===== src/rtl/pipe_ctrl.sv =====
// Hazard and sequencing controller for the 5-stage RV32 pipeline (stall/flush/bubble/forward).
// Optional define PIPE_CTRL_FORWARD_EN enables EM/MW forwarding and restricts stalls to load-use.
module pipe_ctrl #(
  parameter int unsigned MC_MAX_CYCLES = 64,
  parameter int unsigned CNT_W         = 32
) (
  input  logic             clk,
  input  logic             reset,
  input  logic             fd_valid,
  input  logic [4:0]       fd_rs1,
  input  logic [4:0]       fd_rs2,
  input  logic             fd_reads_rs1,
  input  logic             fd_reads_rs2,
  input  logic             de_valid,
  input  logic [4:0]       de_rs1,
  input  logic [4:0]       de_rs2,
  input  logic [4:0]       de_rd,
  input  logic             de_is_load,
  input  logic             de_is_multi,
  input  logic             de_is_ebreak,
  input  logic             e_jump,
  input  logic [4:0]       em_rd,
  input  logic             em_is_load,
  input  logic [4:0]       mw_rd,
  input  logic             mc_done,
  output logic             f_stall,
  output logic             d_stall,
  output logic             d_flush,
  output logic             e_flush,
  output logic             e_hold,
  output logic             m_bubble,
  output logic             mc_start,
  output logic [1:0]       fwd_rs1_sel,
  output logic [1:0]       fwd_rs2_sel,
  output logic             halted,
  output logic             mc_timeout,
  output logic [CNT_W-1:0] stall_cycles
);

  localparam int unsigned WAIT_W = (MC_MAX_CYCLES > 2) ? $clog2(MC_MAX_CYCLES) : 1;
  localparam logic [WAIT_W-1:0] WAIT_LAST = WAIT_W'(MC_MAX_CYCLES - 1);

  typedef enum logic [1:0] {RUN, MULTI, HALT} state_t;

  state_t            state;
  state_t            state_nxt;
  logic [WAIT_W-1:0] wait_cnt;
  logic [WAIT_W-1:0] wait_nxt;
  logic              halted_q;
  logic              timeout_q;
  logic              timeout_set;
  logic [CNT_W-1:0]  cnt_q;
  logic              data_haz;
  logic [1:0]        sel1;
  logic [1:0]        sel2;

  // A real FD source that is read, nonzero and equal to a producing stage's rd
  function automatic logic src_match(input logic rd_en, input logic [4:0] rs,
                                     input logic [4:0] rd);
    return fd_valid && rd_en && (rs != 5'd0) && (rs == rd);
  endfunction

  logic hit_de;
  logic hit_em;
  assign hit_de = src_match(fd_reads_rs1, fd_rs1, de_rd) | src_match(fd_reads_rs2, fd_rs2, de_rd);
  assign hit_em = src_match(fd_reads_rs1, fd_rs1, em_rd) | src_match(fd_reads_rs2, fd_rs2, em_rd);

`ifdef PIPE_CTRL_FORWARD_EN
  // EM result is forwardable unless it is a load still in flight; EM beats MW
  function automatic logic [1:0] fwd_sel(input logic [4:0] rs);
    if (rs == 5'd0)                       return 2'b00;
    else if ((rs == em_rd) && !em_is_load) return 2'b01;
    else if (rs == mw_rd)                 return 2'b10;
    else                                  return 2'b00;
  endfunction

  assign data_haz = (hit_de & de_is_load) | (hit_em & em_is_load);
  assign sel1     = fwd_sel(de_rs1);
  assign sel2     = fwd_sel(de_rs2);
`else
  logic unused_fwd_inputs;
  assign unused_fwd_inputs = ^{de_rs1, de_rs2, de_is_load, em_is_load, mw_rd};
  assign data_haz = hit_de | hit_em;
  assign sel1     = 2'b00;
  assign sel2     = 2'b00;
`endif

  // Hazard controls and next-state decode
  always_comb begin
    f_stall      = 1'b0;
    d_stall      = 1'b0;
    d_flush      = 1'b0;
    e_flush      = 1'b0;
    e_hold       = 1'b0;
    m_bubble     = 1'b0;
    mc_start     = 1'b0;
    fwd_rs1_sel  = 2'b00;
    fwd_rs2_sel  = 2'b00;
    state_nxt    = state;
    wait_nxt     = wait_cnt;
    timeout_set  = 1'b0;
    halted       = halted_q & ~reset;
    mc_timeout   = timeout_q & ~reset;
    stall_cycles = reset ? '0 : cnt_q;
    if (reset) begin
      d_flush = 1'b1;
      e_flush = 1'b1;
    end else begin
      case (state)
        RUN: begin
          fwd_rs1_sel = sel1;
          fwd_rs2_sel = sel2;
          if (de_valid && de_is_ebreak) begin
            f_stall   = 1'b1;
            d_stall   = 1'b1;
            e_flush   = 1'b1;
            state_nxt = HALT;
          end else if (e_jump) begin
            d_flush = 1'b1;
            e_flush = 1'b1;
          end else if (de_valid && de_is_multi) begin
            f_stall   = 1'b1;
            d_stall   = 1'b1;
            e_hold    = 1'b1;
            m_bubble  = 1'b1;
            mc_start  = 1'b1;
            wait_nxt  = '0;
            state_nxt = MULTI;
          end else if (data_haz) begin
            f_stall = 1'b1;
            d_stall = 1'b1;
            e_flush = 1'b1;
          end
        end
        MULTI: begin
          fwd_rs1_sel = sel1;
          fwd_rs2_sel = sel2;
          // mc_done releases DE even on the cycle the timeout would fire
          if (mc_done) begin
            state_nxt = RUN;
          end else begin
            f_stall  = 1'b1;
            d_stall  = 1'b1;
            e_hold   = 1'b1;
            m_bubble = 1'b1;
            if (wait_cnt == WAIT_LAST) begin
              timeout_set = 1'b1;
              state_nxt   = HALT;
            end else begin
              wait_nxt = wait_cnt + WAIT_W'(1);
            end
          end
        end
        HALT: begin
          f_stall = 1'b1;
          d_stall = 1'b1;
          e_flush = 1'b1;
        end
        default: state_nxt = RUN;
      endcase
    end
  end

  // State, wait counter, sticky flags and stall counter
  always_ff @(posedge clk) begin
    if (reset) begin
      state     <= RUN;
      wait_cnt  <= '0;
      halted_q  <= 1'b0;
      timeout_q <= 1'b0;
      cnt_q     <= '0;
    end else begin
      state    <= state_nxt;
      wait_cnt <= wait_nxt;
      if (state_nxt == HALT) halted_q <= 1'b1;
      if (timeout_set) timeout_q <= 1'b1;
      if (f_stall && (state != HALT)) cnt_q <= cnt_q + CNT_W'(1);
    end
  end

endmodule


===== config.mk =====
export PLATFORM = sky130hd
export DESIGN_NAME = pipe_ctrl
export DESIGN_NICKNAME = d
export VERILOG_FILES = /design/src/rtl/pipe_ctrl.sv
export SDC_FILE = /design/constraint.sdc
export NUM_CORES = 1
export LEC_CHECK = 0
export ABC_AREA = 1
export CAP_MARGIN = 20
export CORE_ASPECT_RATIO = 0.8
export CORE_UTILIZATION = 44
export DETAILED_ROUTE_END_ITERATION = 8
export PLACE_DENSITY = 0.78
export SYNTH_ARGS = -nofsm -noshare
export SYNTH_HDL_FRONTEND = slang
export SYNTH_SLANG_ARGS = --single-unit

===== constraint.sdc =====
create_clock -name clk -period 1.67 [get_ports clk]
set_input_delay 0.2505 -clock clk [delete_from_list [all_inputs] [get_ports clk]]
set_output_delay 0.2505 -clock clk [all_outputs]
set_load 0.01 [all_outputs]

**Word-level counts from Yosys, hierarchy flattened**

Index checks and enable logic that the tools add are counted.

- Register bits: 42

- Reduce and logical (&&, ||, !) cells: 16
- Add/sub/neg operators: 2
- Bitwise logic cells: 6
- Eq/ne operators: 14
- Mux-type cells: 41

Operator list:

| operator | count |
|---|---|
| 32-bit by 1-bit adder with 32-bit output, second input constant | 1 |
| 32-bit 2-to-1 mux | 1 |
| 6-bit 2-to-1 mux | 5 |
| 1-bit 2-to-1 mux | 24 |
| 5-bit equality test | 4 |
| 2-bit 2-to-1 mux | 6 |
| 2-bit != test, second input constant | 6 |
| 6-bit case mux with 2 select lines | 1 |
| 1-bit logical AND | 11 |
| 5-bit nonzero test | 2 |
| 6-bit by 1-bit adder with 6-bit output, second input constant | 1 |
| 6-bit equality test, second input constant | 1 |
| 2-bit case mux with 3 select lines | 1 |
| 6-bit AND reduction | 1 |
| 2-bit equality test, second input constant | 2 |
| 1-bit case mux with 2 select lines | 2 |
| 1-bit bitwise OR | 3 |
| 1-bit case mux with 3 select lines | 1 |
| 1-bit AND | 2 |
| 2-bit by 1-bit equality test with 1-bit output, second input constant | 1 |
| 2-bit logical NOT | 1 |
| 2-bit nonzero test | 1 |
| 1-bit NOT | 1 |

**Longest topological paths before layout**

- Depth after elaboration: 12
- Mapped depth: 16
- Gate-level depth less buffers: 16

**Worst setup path before layout**

OpenSTA, ideal clock, no wires.

- Path type: input port to output port
- Start: in de_rd[3]
- End: out f_stall
- Path buffers: 1
- Stages: 13
- Slack: 0.048 ns
- Data arrival time: 1.372 ns
- Cells stage by stage: inv_1 -> nand2_1 -> nand2_1 -> nor2_1 -> nand3_1 -> nor2_1 -> nor2_1 -> nand2_1 -> nand2_1 -> nand2_2 -> nand2_4 -> a21oi_1 -> buf_4

- Word-level cells in the longest chain between the ends: 10
- Elaborated cells on any way between the ends: 12
- Classes of those cells: eq/ne: 2; mux: 6; bitwise: 2; reduce/logical: 2

RTL lines:

| what | line | source |
|---|---|---|
| start: declaration | 17 | `input logic [4:0] de_rd,` |
| 5-bit equality test | 60 | `return fd_valid && rd_en && (rs != 5'd0) && (rs == rd);` |
| 1-bit logical AND | 60 |  |
| 1-bit bitwise OR * | 65 | `assign hit_de = src_match(fd_reads_rs1, fd_rs1, de_rd) \| src_match(fd_reads_rs2, fd_rs2, de_rd);` |
| 1-bit bitwise OR * | 83 | `assign data_haz = hit_de \| hit_em;` |
| 1-bit 2-to-1 mux * (4 in series) | -- |  |
| 1-bit case mux with 3 select lines * | -- |  |
| 1-bit 2-to-1 mux * | -- |  |
| end: declaration | 26 | `output logic f_stall,` |

Mark *: on every way between the ends. The rest lies on a longest branch, timed or not.

**Worst setup path in the final report**

- Start: in fd_rs2[0]
- End: out e_flush

- Word-level cells in the longest chain between the ends: 11
- Elaborated cells on any way between the ends: 15
- Classes of those cells: eq/ne: 2; mux: 6; bitwise: 3; reduce/logical: 4

RTL lines:

| what | line | source |
|---|---|---|
| start: declaration | 11 | `input logic [4:0] fd_rs2,` |
| 5-bit nonzero test | 60 |  |
| 1-bit logical AND (2 in series) | 60 |  |
| 1-bit bitwise OR, on equally long branches | 65, 66 |  |
| 1-bit bitwise OR * | 83 |  |
| 1-bit 2-to-1 mux * | 129 | `end else if (data_haz) begin` |
| 1-bit 2-to-1 mux * | 121 | `end else if (de_valid && de_is_multi) begin` |
| 1-bit 2-to-1 mux * | 118 | `end else if (e_jump) begin` |
| 1-bit 2-to-1 mux * | 113 | `if (de_valid && de_is_ebreak) begin` |
| 1-bit case mux with 2 select lines * | 109 | `case (state)` |
| 1-bit 2-to-1 mux * | 105 | `if (reset) begin` |
| end: declaration | 29 | `output logic e_flush,` |

Marks and branches as above.

==> flow_summary.yaml <==
status:
  outcome: "finished with violations"
  violations: "DRC, setup timing"
timing:
  fin_skew_ps: 13.1
  slew_violations: 0
  fmax_mhz: 544
  min_period_ps: 1840
  fin_crit_sh: 1.10
  fin_setup_tns_ps: -3540
  hold_viol: 0
  fin_ws_ps: -169
  holdWs_ps: 354
  rsz0062_at_grt: "yes"
  setup_viol: 36
global_route:
  overflow: 0
  grt_max_degree: 34
  grt_util_met3: 0.0383
  grt_pass1_vias: 3689
  gr-usage-met2: 0.469
  grtUsageMet1: 0.383
  groute.usage.overall: 0.283
  grt_pass1_wl_um: 17500
  top_usage_layer: "met2"
  antenna_found_initial: 0
yosys:
  synth_edf_count: 0
  yosysSeqAreaShare: 0.261
  postSynthAreaPerCell_um2: 6.03
  synthMuxAreaShare: 0
  yosysTopAreaCellShare: 0.261
  syn_inst: 534
  synth_area_leaders: "dfxtp_1, nand2_1, nor2_1"
  ys_types: 33
  yosys.area_share.adder: 0.00777
  synthArstFlopShare: 0
  yosysWarnings: 0
  synth_compound_area_frac: 0.0770
  synth.ff_latch_count: 42
  yosys.area.top_type: "dfxtp_1"
  synth_xor_area_frac: 0.0762
  ys.flop_type: "dfxtp_1"
  yosys.area_share.simple: 0.437
  synth_area_mm2: 0.00322
  synth_top_family_by_area: "simple AND/OR/NAND/NOR gates"
placement:
  hpwl_um: 7810
  portBuffers: 70
  gp_congestion: 0.908
  dpl_cell_area_mm2: 0.00459
  dp_cells: 756
worst_setup_path:
  arrival_ps: 1590
  path_max_fanout: 4
  critPathKind: "in2out"
  cp.required_ps: 1420
  cp-start-kind: "input pin"
  crit_path_end_kind: "primary output"
floorplan:
  fp.dieW_um: 97.6
  io_pins: 92
  start_util: 0.460
  die_area_mm2: 0.00766
  rows: 27
  coreArea_mm2: 0.00699
  chipHeight_um: 78.5
finish:
  final_nets: 748
  fill_cells: 388
  finalNonFillerCells: 787
  final_cell_mix: "buf_4, nand2_1, nor2_1, inv_1, nand4_1"
  seq_area_um2: 896
  drive_above_1_share: 0.474
  mostFrequentLayoutCell: "buf_4"
  multi_input_area_mm2: 0.00261
  area_delta_synth_final_pct: 78.2
  stdcell_area_mm2: 0.00574
  antenna_cells: 0
power_and_ir_drop:
  powerDensity_mw_per_mm2: 460
  p_leak_nw: 2.87
  vdd_ir_drop_max_uv: 511
route:
  initialDrtViolationCount: 362
  viasPerCell: 5.69
  drc: 8
  routed_wl_um: 13600
  ant_nets: 0
  via_count: 4477
  dr.pass1.iters: 7
  wire_per_inst_um: 17.3
cts:
  cts_tree: "done"
  cts.path.max_buffers: 2
  clk_latency_ps: 320
  htreeDepth: 2
  clockRootBuffer: "clkbuf_8"
  cts_buffers: 5
  cts_sinks: 42
  cts.clk_slew.worst_paths_ps: 90
hold_path:
  hold_class: "in2reg"
job:
  max_cap_violations: 0
[flip-flops by register name, summed over array words and instances, names as in the netlist]
signal     flops
cnt_q         32
wait_cnt       6
state          2
timeout_q      1
halted_q       1
[cell type report]
class,count,share of cell area
Tap cell,87,0.0190
Inverter,78,0.0532
Clock buffer,5,0.0120
Sequential cell,42,0.156
Multi-Input combinational cell,391,0.454
Clock inverter,3,0.00764
Timing Repair Buffer,181,0.298
[worst paths after layout]
kind | slack [ps] | cells past startpoint | startpoint | to
worst min-delay path | 350 | 2 | reset | cnt_q[2]$_SDFFE_PP0P_
worst max-delay path | -170 | 11 | fd_rs2[0] | e_flush
worst max register to register | -110 | 8 | cnt_q[2]$_SDFFE_PP0P_ | cnt_q[22]$_SDFFE_PP0P_
worst min register to register | 480 | 2 | halted_q$_SDFFE_PP0N_ | halted_q$_SDFFE_PP0N_
[cell families (layout without fill, tap and decap cells)]
family,Yosys count,after routing
fa+ha+maj,2,2
compound gates,45,45
simple gates,312,312
flops,42,42
other cells,1,4
xor+xnor,28,28
buf+inv,104,267
[worst max-delay path, stage by stage]
cell and delay [ps]:
buf_6 110, nor2_4 100, nand4_1 140, nand2_1 110, nor2_1 60, nor2_1 110
nand2_1 110, buf_4 150, a211oi_2 220, o21ai_1 90, buf_2 140
[synth_stat cells (2+ instances only)]
cell / n
nand2_1: 126
nor2_1: 85
inv_1: 70
dfxtp_1: 42
nand4_1: 39
a21oi_1: 34
nor3_1: 25
xor2_1: 24
nand3_1: 21
clkbuf_1: 13
inv_2: 8
buf_4: 6
buf_6: 5
nor4_1: 5
nor2_2: 4
xnor2_1: 4
o21ai_0: 3
a31oi_1: 2
buf_1: 2
ha_1: 2
o21ai_2: 2
[metal layers]
| layer | vias to the layer above | part of all wire |
|---|---|---|
| met5 | - | 0 |
| met4 | 0 | 0.042 |
| met3 | 70 | 0.084 |
| met2 | 267 | 0.48 |
| li1 | 2038 | - |
| met1 | 2102 | 0.40 |
[per-stage QoR]
| stage | total power, mW | setup slack (ps) | utilization |
|---|---|---|---|
| finish | 2.64 | -169 | 0.820 |
| floorplan | 1.33 | 47.7 | - |
| global route | 2.71 | -235 | 0.820 |
| CTS | 2.42 | -93.9 | 0.696 |
| global placement | 1.55 | -894 | 0.656 |
| detailed placement | 1.57 | -1090 | 0.656 |
[timing repair]
| item | in CTS | in global routing |
|---|---|---|
| buffers inserted | 9 | 14 |
| setup endpoints to repair | 67 | 57 |
| resized for setup | 214 | 207 |
| pin swaps | 31 | 85 |
| hold buffers | 0 | 0 |
| gates cloned | 0 | 4 |
[report_power, final]
| part | switching, mW | total (mW) | internal [mW] |
|---|---|---|---|
| clock | 0.417 | 0.865 | 0.449 |
| sequential | 0.0156 | 1.02 | 1.01 |
| combinational | 0.404 | 0.747 | 0.343 |
(Power assumes the default switching activity.)
